## src/rtl/dmem_arbiter_if.sv

```systemverilog
// Bundle of the core-side request ports and the shared data-memory port.
// The arbiter takes the master view; cores and memory together take the slave view.
interface dmem_arbiter_if #(
    parameter int NUM_CORE       = 4,
    parameter int REG_WIDTH      = 32,
    parameter int MEM_ADDR_WIDTH = 12
);
  localparam int BYTES_PER_REG = REG_WIDTH / 8;
  localparam int ID_W          = $clog2(NUM_CORE);

  logic [NUM_CORE*MEM_ADDR_WIDTH-1:0] core_addr;
  logic [NUM_CORE-1:0]                core_rd_en;
  logic [NUM_CORE-1:0]                core_wr_en;
  logic [NUM_CORE*REG_WIDTH-1:0]      core_wr_data;
  logic [NUM_CORE*BYTES_PER_REG-1:0]  core_wr_ben;
  logic [NUM_CORE-1:0]                core_rd_ack;
  logic [NUM_CORE-1:0]                core_wr_ack;
  logic [REG_WIDTH-1:0]               core_rd_data;

  logic [MEM_ADDR_WIDTH-1:0]          dmem_addr;
  logic                               dmem_rd_en;
  logic                               dmem_wr_en;
  logic [REG_WIDTH-1:0]               dmem_wr_data;
  logic [BYTES_PER_REG-1:0]           dmem_wr_ben;
  logic                               dmem_rd_ack;
  logic [REG_WIDTH-1:0]               dmem_rd_data;
  logic                               dmem_wr_ack;

  logic [ID_W-1:0]                    grant_id;
  logic                               busy;

  modport master (
    input  core_addr, core_rd_en, core_wr_en, core_wr_data, core_wr_ben,
    output core_rd_ack, core_wr_ack, core_rd_data,
    output dmem_addr, dmem_rd_en, dmem_wr_en, dmem_wr_data, dmem_wr_ben,
    input  dmem_rd_ack, dmem_rd_data, dmem_wr_ack,
    output grant_id, busy
  );

  modport slave (
    output core_addr, core_rd_en, core_wr_en, core_wr_data, core_wr_ben,
    input  core_rd_ack, core_wr_ack, core_rd_data,
    input  dmem_addr, dmem_rd_en, dmem_wr_en, dmem_wr_data, dmem_wr_ben,
    output dmem_rd_ack, dmem_rd_data, dmem_wr_ack,
    input  grant_id, busy
  );
endinterface

```

## src/rtl/dmem_arbiter.sv

```systemverilog
// Shares one data-memory port among NUM_CORE cores: one outstanding transaction,
// round-robin or fixed-priority grant, registered memory request, combinational ack return.
module dmem_arbiter #(
    parameter int NUM_CORE       = 4,
    parameter int REG_WIDTH      = 32,
    parameter int MEM_ADDR_WIDTH = 12,
    parameter int ARB_MODE       = 0
) (
    input  logic           clk,
    input  logic           rst,
    dmem_arbiter_if.master bus
);
  localparam int BYTES_PER_REG = REG_WIDTH / 8;
  localparam int ID_W          = $clog2(NUM_CORE);

  typedef enum logic {IDLE, BUSY} state_t;

  state_t                    state_reg, state_next;
  logic [NUM_CORE-1:0]       req;
  logic                      any_req;
  logic [ID_W-1:0]           win;
  logic [ID_W-1:0]           last_reg;
  logic [ID_W-1:0]           grant_reg;
  logic                      op_wr_reg;
  logic                      match;
  logic [MEM_ADDR_WIDTH-1:0] addr_reg;
  logic                      rd_en_reg;
  logic                      wr_en_reg;
  logic [REG_WIDTH-1:0]      wr_data_reg;
  logic [BYTES_PER_REG-1:0]  wr_ben_reg;

  for (genvar gi = 0; gi < NUM_CORE; gi++) begin : g_req
    assign req[gi] = bus.core_rd_en[gi] | bus.core_wr_en[gi];
  end

  // Both loops run from the least to the most preferred candidate so the last hit wins.
  always_comb begin
    win     = '0;
    any_req = |req;
    if (ARB_MODE == 1) begin
      for (int i = NUM_CORE - 1; i >= 0; i--) begin
        if (req[ID_W'(i)]) win = ID_W'(i);
      end
    end else begin
      for (int k = NUM_CORE; k >= 1; k--) begin
        if (req[ID_W'((int'(last_reg) + k) % NUM_CORE)])
          win = ID_W'((int'(last_reg) + k) % NUM_CORE);
      end
    end
  end

  assign match = (state_reg == BUSY) && (op_wr_reg ? bus.dmem_wr_ack : bus.dmem_rd_ack);

  always_ff @(posedge clk) begin
    if (rst) state_reg <= IDLE;
    else     state_reg <= state_next;
  end

  always_comb begin
    state_next = state_reg;
    case (state_reg)
      IDLE:    if (any_req) state_next = BUSY;
      BUSY:    if (match)   state_next = IDLE;
      default: state_next = IDLE;
    endcase
  end

  always_comb begin
    bus.core_rd_ack = '0;
    bus.core_wr_ack = '0;
    if (match) begin
      if (op_wr_reg) bus.core_wr_ack[grant_reg] = 1'b1;
      else           bus.core_rd_ack[grant_reg] = 1'b1;
    end
  end

  // Request datapath: captured once at grant, held untouched until the matching ack.
  always_ff @(posedge clk) begin
    if (rst) begin
      addr_reg    <= '0;
      rd_en_reg   <= 1'b0;
      wr_en_reg   <= 1'b0;
      wr_data_reg <= '0;
      wr_ben_reg  <= '0;
      op_wr_reg   <= 1'b0;
      grant_reg   <= '0;
      last_reg    <= ID_W'(NUM_CORE - 1);
    end else if (state_reg == IDLE && any_req) begin
      addr_reg    <= bus.core_addr[int'(win)*MEM_ADDR_WIDTH +: MEM_ADDR_WIDTH];
      wr_data_reg <= bus.core_wr_data[int'(win)*REG_WIDTH +: REG_WIDTH];
      wr_ben_reg  <= bus.core_wr_ben[int'(win)*BYTES_PER_REG +: BYTES_PER_REG];
      op_wr_reg   <= bus.core_wr_en[win];
      wr_en_reg   <= bus.core_wr_en[win];
      rd_en_reg   <= ~bus.core_wr_en[win];
      grant_reg   <= win;
      last_reg    <= win;
    end else if (match) begin
      rd_en_reg <= 1'b0;
      wr_en_reg <= 1'b0;
    end
  end

  assign bus.dmem_addr    = addr_reg;
  assign bus.dmem_rd_en   = rd_en_reg;
  assign bus.dmem_wr_en   = wr_en_reg;
  assign bus.dmem_wr_data = wr_data_reg;
  assign bus.dmem_wr_ben  = wr_ben_reg;
  assign bus.core_rd_data = bus.dmem_rd_data;
  assign bus.grant_id     = grant_reg;
  assign bus.busy         = (state_reg == BUSY);
endmodule
```

## src/flat_wrapper.sv

```systemverilog
// flat-port wrapper written by rule: the top's interface ports become plain ports
module dmem_arbiter_flat 
#(
    parameter int NUM_CORE       = 4,
    parameter int REG_WIDTH      = 32,
    parameter int MEM_ADDR_WIDTH = 12,
    parameter int ARB_MODE       = 0
)
  (clk, rst, bus_core_addr, bus_core_rd_en, bus_core_wr_en, bus_core_wr_data, bus_core_wr_ben, bus_core_rd_ack, bus_core_wr_ack, bus_core_rd_data, bus_dmem_addr, bus_dmem_rd_en, bus_dmem_wr_en, bus_dmem_wr_data, bus_dmem_wr_ben, bus_dmem_rd_ack, bus_dmem_rd_data, bus_dmem_wr_ack, bus_grant_id, bus_busy);
  dmem_arbiter_if #(.NUM_CORE(NUM_CORE), .REG_WIDTH(REG_WIDTH), .MEM_ADDR_WIDTH(MEM_ADDR_WIDTH)) bus_i ();
  input  logic clk;
  input  logic rst;
  input wire logic [$bits(bus_i.core_addr)-1:0] bus_core_addr;
  input wire logic [$bits(bus_i.core_rd_en)-1:0] bus_core_rd_en;
  input wire logic [$bits(bus_i.core_wr_en)-1:0] bus_core_wr_en;
  input wire logic [$bits(bus_i.core_wr_data)-1:0] bus_core_wr_data;
  input wire logic [$bits(bus_i.core_wr_ben)-1:0] bus_core_wr_ben;
  output wire logic [$bits(bus_i.core_rd_ack)-1:0] bus_core_rd_ack;
  output wire logic [$bits(bus_i.core_wr_ack)-1:0] bus_core_wr_ack;
  output wire logic [$bits(bus_i.core_rd_data)-1:0] bus_core_rd_data;
  output wire logic [$bits(bus_i.dmem_addr)-1:0] bus_dmem_addr;
  output wire logic [$bits(bus_i.dmem_rd_en)-1:0] bus_dmem_rd_en;
  output wire logic [$bits(bus_i.dmem_wr_en)-1:0] bus_dmem_wr_en;
  output wire logic [$bits(bus_i.dmem_wr_data)-1:0] bus_dmem_wr_data;
  output wire logic [$bits(bus_i.dmem_wr_ben)-1:0] bus_dmem_wr_ben;
  input wire logic [$bits(bus_i.dmem_rd_ack)-1:0] bus_dmem_rd_ack;
  input wire logic [$bits(bus_i.dmem_rd_data)-1:0] bus_dmem_rd_data;
  input wire logic [$bits(bus_i.dmem_wr_ack)-1:0] bus_dmem_wr_ack;
  output wire logic [$bits(bus_i.grant_id)-1:0] bus_grant_id;
  output wire logic [$bits(bus_i.busy)-1:0] bus_busy;
  assign bus_i.core_addr = bus_core_addr;
  assign bus_i.core_rd_en = bus_core_rd_en;
  assign bus_i.core_wr_en = bus_core_wr_en;
  assign bus_i.core_wr_data = bus_core_wr_data;
  assign bus_i.core_wr_ben = bus_core_wr_ben;
  assign bus_core_rd_ack = bus_i.core_rd_ack;
  assign bus_core_wr_ack = bus_i.core_wr_ack;
  assign bus_core_rd_data = bus_i.core_rd_data;
  assign bus_dmem_addr = bus_i.dmem_addr;
  assign bus_dmem_rd_en = bus_i.dmem_rd_en;
  assign bus_dmem_wr_en = bus_i.dmem_wr_en;
  assign bus_dmem_wr_data = bus_i.dmem_wr_data;
  assign bus_dmem_wr_ben = bus_i.dmem_wr_ben;
  assign bus_i.dmem_rd_ack = bus_dmem_rd_ack;
  assign bus_i.dmem_rd_data = bus_dmem_rd_data;
  assign bus_i.dmem_wr_ack = bus_dmem_wr_ack;
  assign bus_grant_id = bus_i.grant_id;
  assign bus_busy = bus_i.busy;
  dmem_arbiter #(.NUM_CORE(NUM_CORE), .REG_WIDTH(REG_WIDTH), .MEM_ADDR_WIDTH(MEM_ADDR_WIDTH), .ARB_MODE(ARB_MODE)) u_core (.clk(clk), .rst(rst), .bus(bus_i));
endmodule
```

## config.mk

```make
export PLATFORM = sky130hd
export DESIGN_NAME = dmem_arbiter_flat
export DESIGN_NICKNAME = d
export VERILOG_FILES = /design/src/rtl/dmem_arbiter_if.sv /design/src/rtl/dmem_arbiter.sv /design/src/flat_wrapper.sv
export SDC_FILE = /design/constraint.sdc
export NUM_CORES = 1
export LEC_CHECK = 0
export ABC_AREA = 0
export CORE_AREA = 2 2 128 130
export CTS_CLUSTER_DIAMETER = 50
export CTS_CLUSTER_SIZE = 10
export DETAILED_ROUTE_END_ITERATION = 8
export DIE_AREA = 0 0 130 132
export PLACE_DENSITY = 0.63
export SLEW_MARGIN = 25
export SYNTH_ARGS = -nofsm -noshare
export SYNTH_HDL_FRONTEND = slang
export SYNTH_SLANG_ARGS = --single-unit
```

## constraint.sdc

```tcl
create_clock -name clk -period 2.47 [get_ports clk]
set_input_delay 0.3705 -clock clk [delete_from_list [all_inputs] [get_ports clk]]
set_output_delay 0.3705 -clock clk [all_outputs]
set_load 0.005 [all_outputs]
```

# Word level (Yosys, flattened, before mapping)
# Cells that the tools add are included.
# word_totals
regBits	56
in_bits	236
out_inout_bits	93
word_cells	66
# op_classes
addsub	4
mul	1
n_lt_le_gt_ge	7
shifts	3
mux	31
n_bitwise	6
reduce_logical	5
# ops
op	n
$shiftx 128x8->32	1
$shiftx 48x32->12	1
$lt 2x4->1 const B	4
$mux 1	16
$mux 4	4
$shiftx 16x5->4	1
$bmux 1 s2	5
$mux 2	4
$lt 2x3->1 const B	2
$add 2x1->2 const B	2
$add 2x2->2 const B	2
$mul 2x2->4 const B	1
$or 1x1->1	4
$reduce_or 4->1	1
$logic_and 1x1->1	3
$demux 1 s2	1
$ge 2x1->1 const B	1
$not 1->1	2
$pmux 1 s2	1
$reduce_bool 2->1	1

# Logic depth before layout (Yosys ltp)
# depth
ltp_word	12
mapped_depth	9
ltp_nobuf	6

# Worst setup path after synthesis
# No wires, ideal clock.
# synth_timing
path_type	input-to-reg
startpoint	in bus_core_rd_en[1]
endpoint	reg u_core.wr_en_reg, in the netlist u_core.bus.dmem_wr_en
setup_time_ns	0.138
t_arrival_ns	1.780
t_required_ns	2.332
setup_slack_ns	0.553
cell_stages	7
path_buffers	1
path_cell_list	or2_1 -> buf_6 -> a31o_2 -> a21o_1 -> mux2_4 -> a221oi_2 -> a211oi_1
# synth_via
elab_chain_len	11
elab_cells_between_ends	23
cone_classes	mux: 19; bitwise: 1; reduce/logical: 3
# synth_lines
element	line	source
from (decl)	flat_wrapper.sv:14	input wire logic [$bits(bus_i.core_rd_en)-1:0] bus_core_rd_en;
$or 1x1->1 *	dmem_arbiter.sv:33	assign req[gi] = bus.core_rd_en[gi] | bus.core_wr_en[gi];
$bmux 1 s2	dmem_arbiter.sv:46	if (req[ID_W'((int'(last_reg) + k) % NUM_CORE)])
$mux 1 (implied by the code) (2 in series)	dmem_arbiter.sv:46	
$mux 2 (4 in series)	dmem_arbiter.sv:46	
$bmux 1 s2	dmem_arbiter.sv:93	wr_en_reg <= bus.core_wr_en[win];
$mux 1 (implied by the code)	dmem_arbiter.sv:93	
$mux 1	dmem_arbiter.sv:88	end else if (state_reg == IDLE && any_req) begin
to (signal assigned)	dmem_arbiter.sv:93	
to (decl)	dmem_arbiter.sv:28	logic wr_en_reg;
# Mark *: on every way between the ends. The rest lies on a longest branch, timed or not. The select of a mux whose other input is x is not followed.
# A chain may end at the register's enable or synchronous reset.

# Worst setup path after layout
# layout_timing
startpoint	reg u_core.state_reg, in the netlist u_core.bus.busy
endpoint	out bus_core_rd_ack[2]
# layout_via
elab_chain_len	2
# layout_lines
element	line	source
from (decl)	dmem_arbiter.sv:18	state_t state_reg, state_next;
from (signal assigned)	dmem_arbiter.sv:56	else state_reg <= state_next;
$logic_and 1x1->1	dmem_arbiter.sv:52	assign match = (state_reg == BUSY) && (op_wr_reg ? bus.dmem_wr_ack : bus.dmem_rd_ack);
$mux 4	dmem_arbiter.sv:71	if (match) begin
to (decl)	flat_wrapper.sv:18	output wire logic [$bits(bus_i.core_rd_ack)-1:0] bus_core_rd_ack;
# No other way between the ends.

==> results.md <==
- Later-pin clock latency in the skew report: 0.30 ns
- Maxcap violations: 0
- Setup Total Neg Slack: 0 ns
- Arrival time reported for the critical path endpoint: approximately 1.9 ns
- Post-CTS sizing: 0
- Worst reg2reg path depth: 6
- Layout area overhead: 74.04%
- Wirelength per Cell: approximately 17 um
- Cell area after synthesis: just over 0.004 sq mm
- CTS tree: built
- Area enclosed by the die boundary: 0.01716 sq mm
- Clock root buffer: sky130_fd_sc_hd__clkbuf_16
- DRT antenna net count: 0
- Synthesized netlist net count: 633
- Skew final: 0.006032 ns
- Vias in the first global route: between 4,000 and 5,000
- Peak clock frequency supported by timing: approximately 450 MHz
- Number of enable-type register cells in the synthesized netlist: 0
- Relative max-transition margin: 0.5903
- Placer Congestion: 1.019
- Final worst-path cycle share: 0.9064
- Post-route cell area: 0.007053 sq mm
- Hold path depth: 2
- Endpoint of the worst hold path: u_core.bus.dmem_wr_data[29]
- Count of boundary I/O pins: 329
- Run status: finished, final reports clean
- Unrepaired setup endpoints after global routing: no
- Distinct cell type count after synthesis: 45
- Number of nets at the end of the flow: 872
- Part of the Yosys area used for sequential elements: 0.2766
- Count of warnings emitted by yosys: 0
- First-pass GRT wire length: 22,020 um
- Postcts setup bufs: 0
- Area inside the core boundary: 0.01571 sq mm
- Sink count of the clock tree: 56
- Number of hold violations in the final report: 0
- Pin count of the biggest net entering global routing: 55
- Total clock buffers created by CTS: 5
- Number of input and output port buffers inserted: 264
- Placement-stage cell area: 0.006904 sq mm
- Antenna fix cells: 0
- Transition time at the pin with the least slew margin: 0.6146 ns
- Worst vdd ir: 0.3034 mV
- Setup slack, reg-to-reg: 0.38 ns
- Chip height: 132 um
- Min-delay src: u_core.bus.dmem_wr_data[29]
- Initial DRC count: between 100 and 150
- Number of antenna violations at the first check in global routing: 0
- Min Clock Period, post-route: 2.239 ns
- Via/cell ratio: slightly below 5
- Drt drc: 0
- Endpoint required time on the critical path: 2.10 ns
- Classification of the worst-slack hold path: reg2reg
- Wire length after detailed routing: 14,140 um
- Max-slew violation total from the final report: 0
- Worst Setup End Kind: output pin
- H-Tree Depth: 2
- Maximum clock path buffer count: 2
- Yosys top cell by area: sky130_fd_sc_hd__dfxtp_1
- Number of standard-cell rows in the floorplan: 46
- Synth area leaders: sky130_fd_sc_hd__dfxtp_1 28%, sky130_fd_sc_hd__mux2i_1 24%, sky130_fd_sc_hd__a221oi_2 11%
- Hold Buf Count CTS: 0
- Critical path startpoint category: flop
- Fraction of layout cells with a size suffix above 1: 0.1381
- Register bit total from synthesis: 56
- Dominant synthesized flop cell: sky130_fd_sc_hd__dfxtp_1
- Synth Instances: between 300 and 400
- Vias after detailed routing: 4,133
- Pre-antenna DRT Iters: 4
- Power per cell area: around 520 mW/mm^2
- Avg Cell Area, Syn: about 10 sq um
- Yosys top cell area share: 0.2766
- Worst Path Class, Setup: reg2out
- DIE WIDTH: between 100 and 150 um
- Beginning of the worst register-to-register path: u_core.last_reg[1]
- Static power due to leakage: 0.002970 uW
- Biggest fanout along the worst timing path: 12
- Starting density of the core: 0.2579
- Remaining global-route overflow: 0
- Clock transition at the registers of the reported paths: 0.07 ns
- Destination of the worst register-to-register timing path: u_core.op_wr_reg
- Overall Global Routing Usage: 0.1590
- Number of flip-flops under the largest register name: 32
- HPWL Detailed: 11,230 um
- Share of synthesized flip-flops with an asynchronous set or reset: 0
- Setup-violating endpoint count in the final report: 0
==> cell usage after synthesis (2+ instances only) <==
master,count
sky130_fd_sc_hd__a211o_1,2
sky130_fd_sc_hd__a211oi_1,5
sky130_fd_sc_hd__a21o_1,3
sky130_fd_sc_hd__a21oi_1,6
sky130_fd_sc_hd__a221oi_1,19
sky130_fd_sc_hd__a221oi_2,30
sky130_fd_sc_hd__a31o_2,3
sky130_fd_sc_hd__buf_2,9
sky130_fd_sc_hd__buf_4,39
sky130_fd_sc_hd__buf_6,6
sky130_fd_sc_hd__clkbuf_1,12
sky130_fd_sc_hd__dfxtp_1,56
sky130_fd_sc_hd__mux2i_1,96
sky130_fd_sc_hd__nand2_1,7
sky130_fd_sc_hd__nand3_1,4
sky130_fd_sc_hd__nor2_1,13
sky130_fd_sc_hd__nor3_1,3
sky130_fd_sc_hd__nor4b_1,2
sky130_fd_sc_hd__o21a_1,2
sky130_fd_sc_hd__o21ai_0,2
sky130_fd_sc_hd__o21ai_1,2
sky130_fd_sc_hd__o21bai_1,50
sky130_fd_sc_hd__o31ai_1,2
sky130_fd_sc_hd__or2_1,3
==> power breakdown <==
group	switching (uW)	total (uW)	internal, uW
clock network	339	740	401
logic	720	1770	1050
registers	101	1150	1050
total	1160	3660	2500
==> stage by stage <==
| stage | total power (uW) | util | setup WS (ns) | hold WS, ns | cells |
|---|---|---|---|---|---|
| finish | 3661 | 0.4489 | 0.2311 | 0.5370 | 853 |
| global route | 3874 | 0.4489 | 0.07186 | 0.5483 | 853 |
| CTS | 3726 | 0.4489 | 0.2099 | 0.5378 | 853 |
| detailed placement | 2956 | 0.4394 | -0.05439 | 0.5266 | 845 |
| global placement | 2925 | 0.4394 | 0.04361 | 0.5151 | 845 |
| floorplan | 2062 | - | 0.5530 | 0.4859 | 397 |
==> how the worst max path moves through the flow <==
stage | endpoint | slack, ns | start
floorplan | u_core.bus.dmem_wr_en | 0.55 | bus_core_rd_en[1]
global placement | u_core.op_wr_reg | 0.04 | bus_core_wr_en[3]
detailed placement | u_core.op_wr_reg | -0.05 | bus_core_wr_en[3]
CTS | bus_core_rd_ack[2] | 0.21 | u_core.bus.busy
global route | u_core.bus.dmem_wr_en | 0.07 | bus_core_wr_en[3]
finish | bus_core_rd_ack[2] | 0.23 | u_core.bus.busy
==> metal layers <==
metal / wire length [um] / GRT usage
met4: 179 / 0.03823
met1: 5339 / 0.1667
met5: 0 / 0
met3: 1241 / 0.04505
met2: 7375 / 0.3060
==> cells by family after synthesis <==
logic type	Yosys count	share of synthesized area
mux	98	0.2436
compound gates	133	0.3066
simple gates	41	0.05651
buf+inv	69	0.1167
flops	56	0.2766
==> critical path, stage by stage (launching register included) <==
cell	delay, ns
sky130_fd_sc_hd__dfxtp_1	0.69
sky130_fd_sc_hd__nand2_1	0.15
sky130_fd_sc_hd__nor3_1	0.19
sky130_fd_sc_hd__clkdlybuf4s50_1	0.53
==> cells in the final DEF, fill, tap and decap left out, drive strengths merged, types with 4 or more instances in the layout <==
cell type	instances
nand3	4
o21bai	50
nand2	7
mux2i	96
o21ai	4
dfxtp	56
clkdlybuf4s50	263
a211oi	5
a21oi	7
a221oi	49
clkbuf	6
buf	37
nor2	13
==> cell type report <==
class                           instances  area, sq um
Clock buffer                            6        138.9
Multi-Input combinational cell        272         2489
Tap cell                              216        270.3
Clock inverter                          2        10.01
Inverter                                1        3.754
Sequential cell                        56         1121
Fill cell                            1482         8660
Timing Repair Buffer                  300         3020
Power figures use the tool's default switching activity.
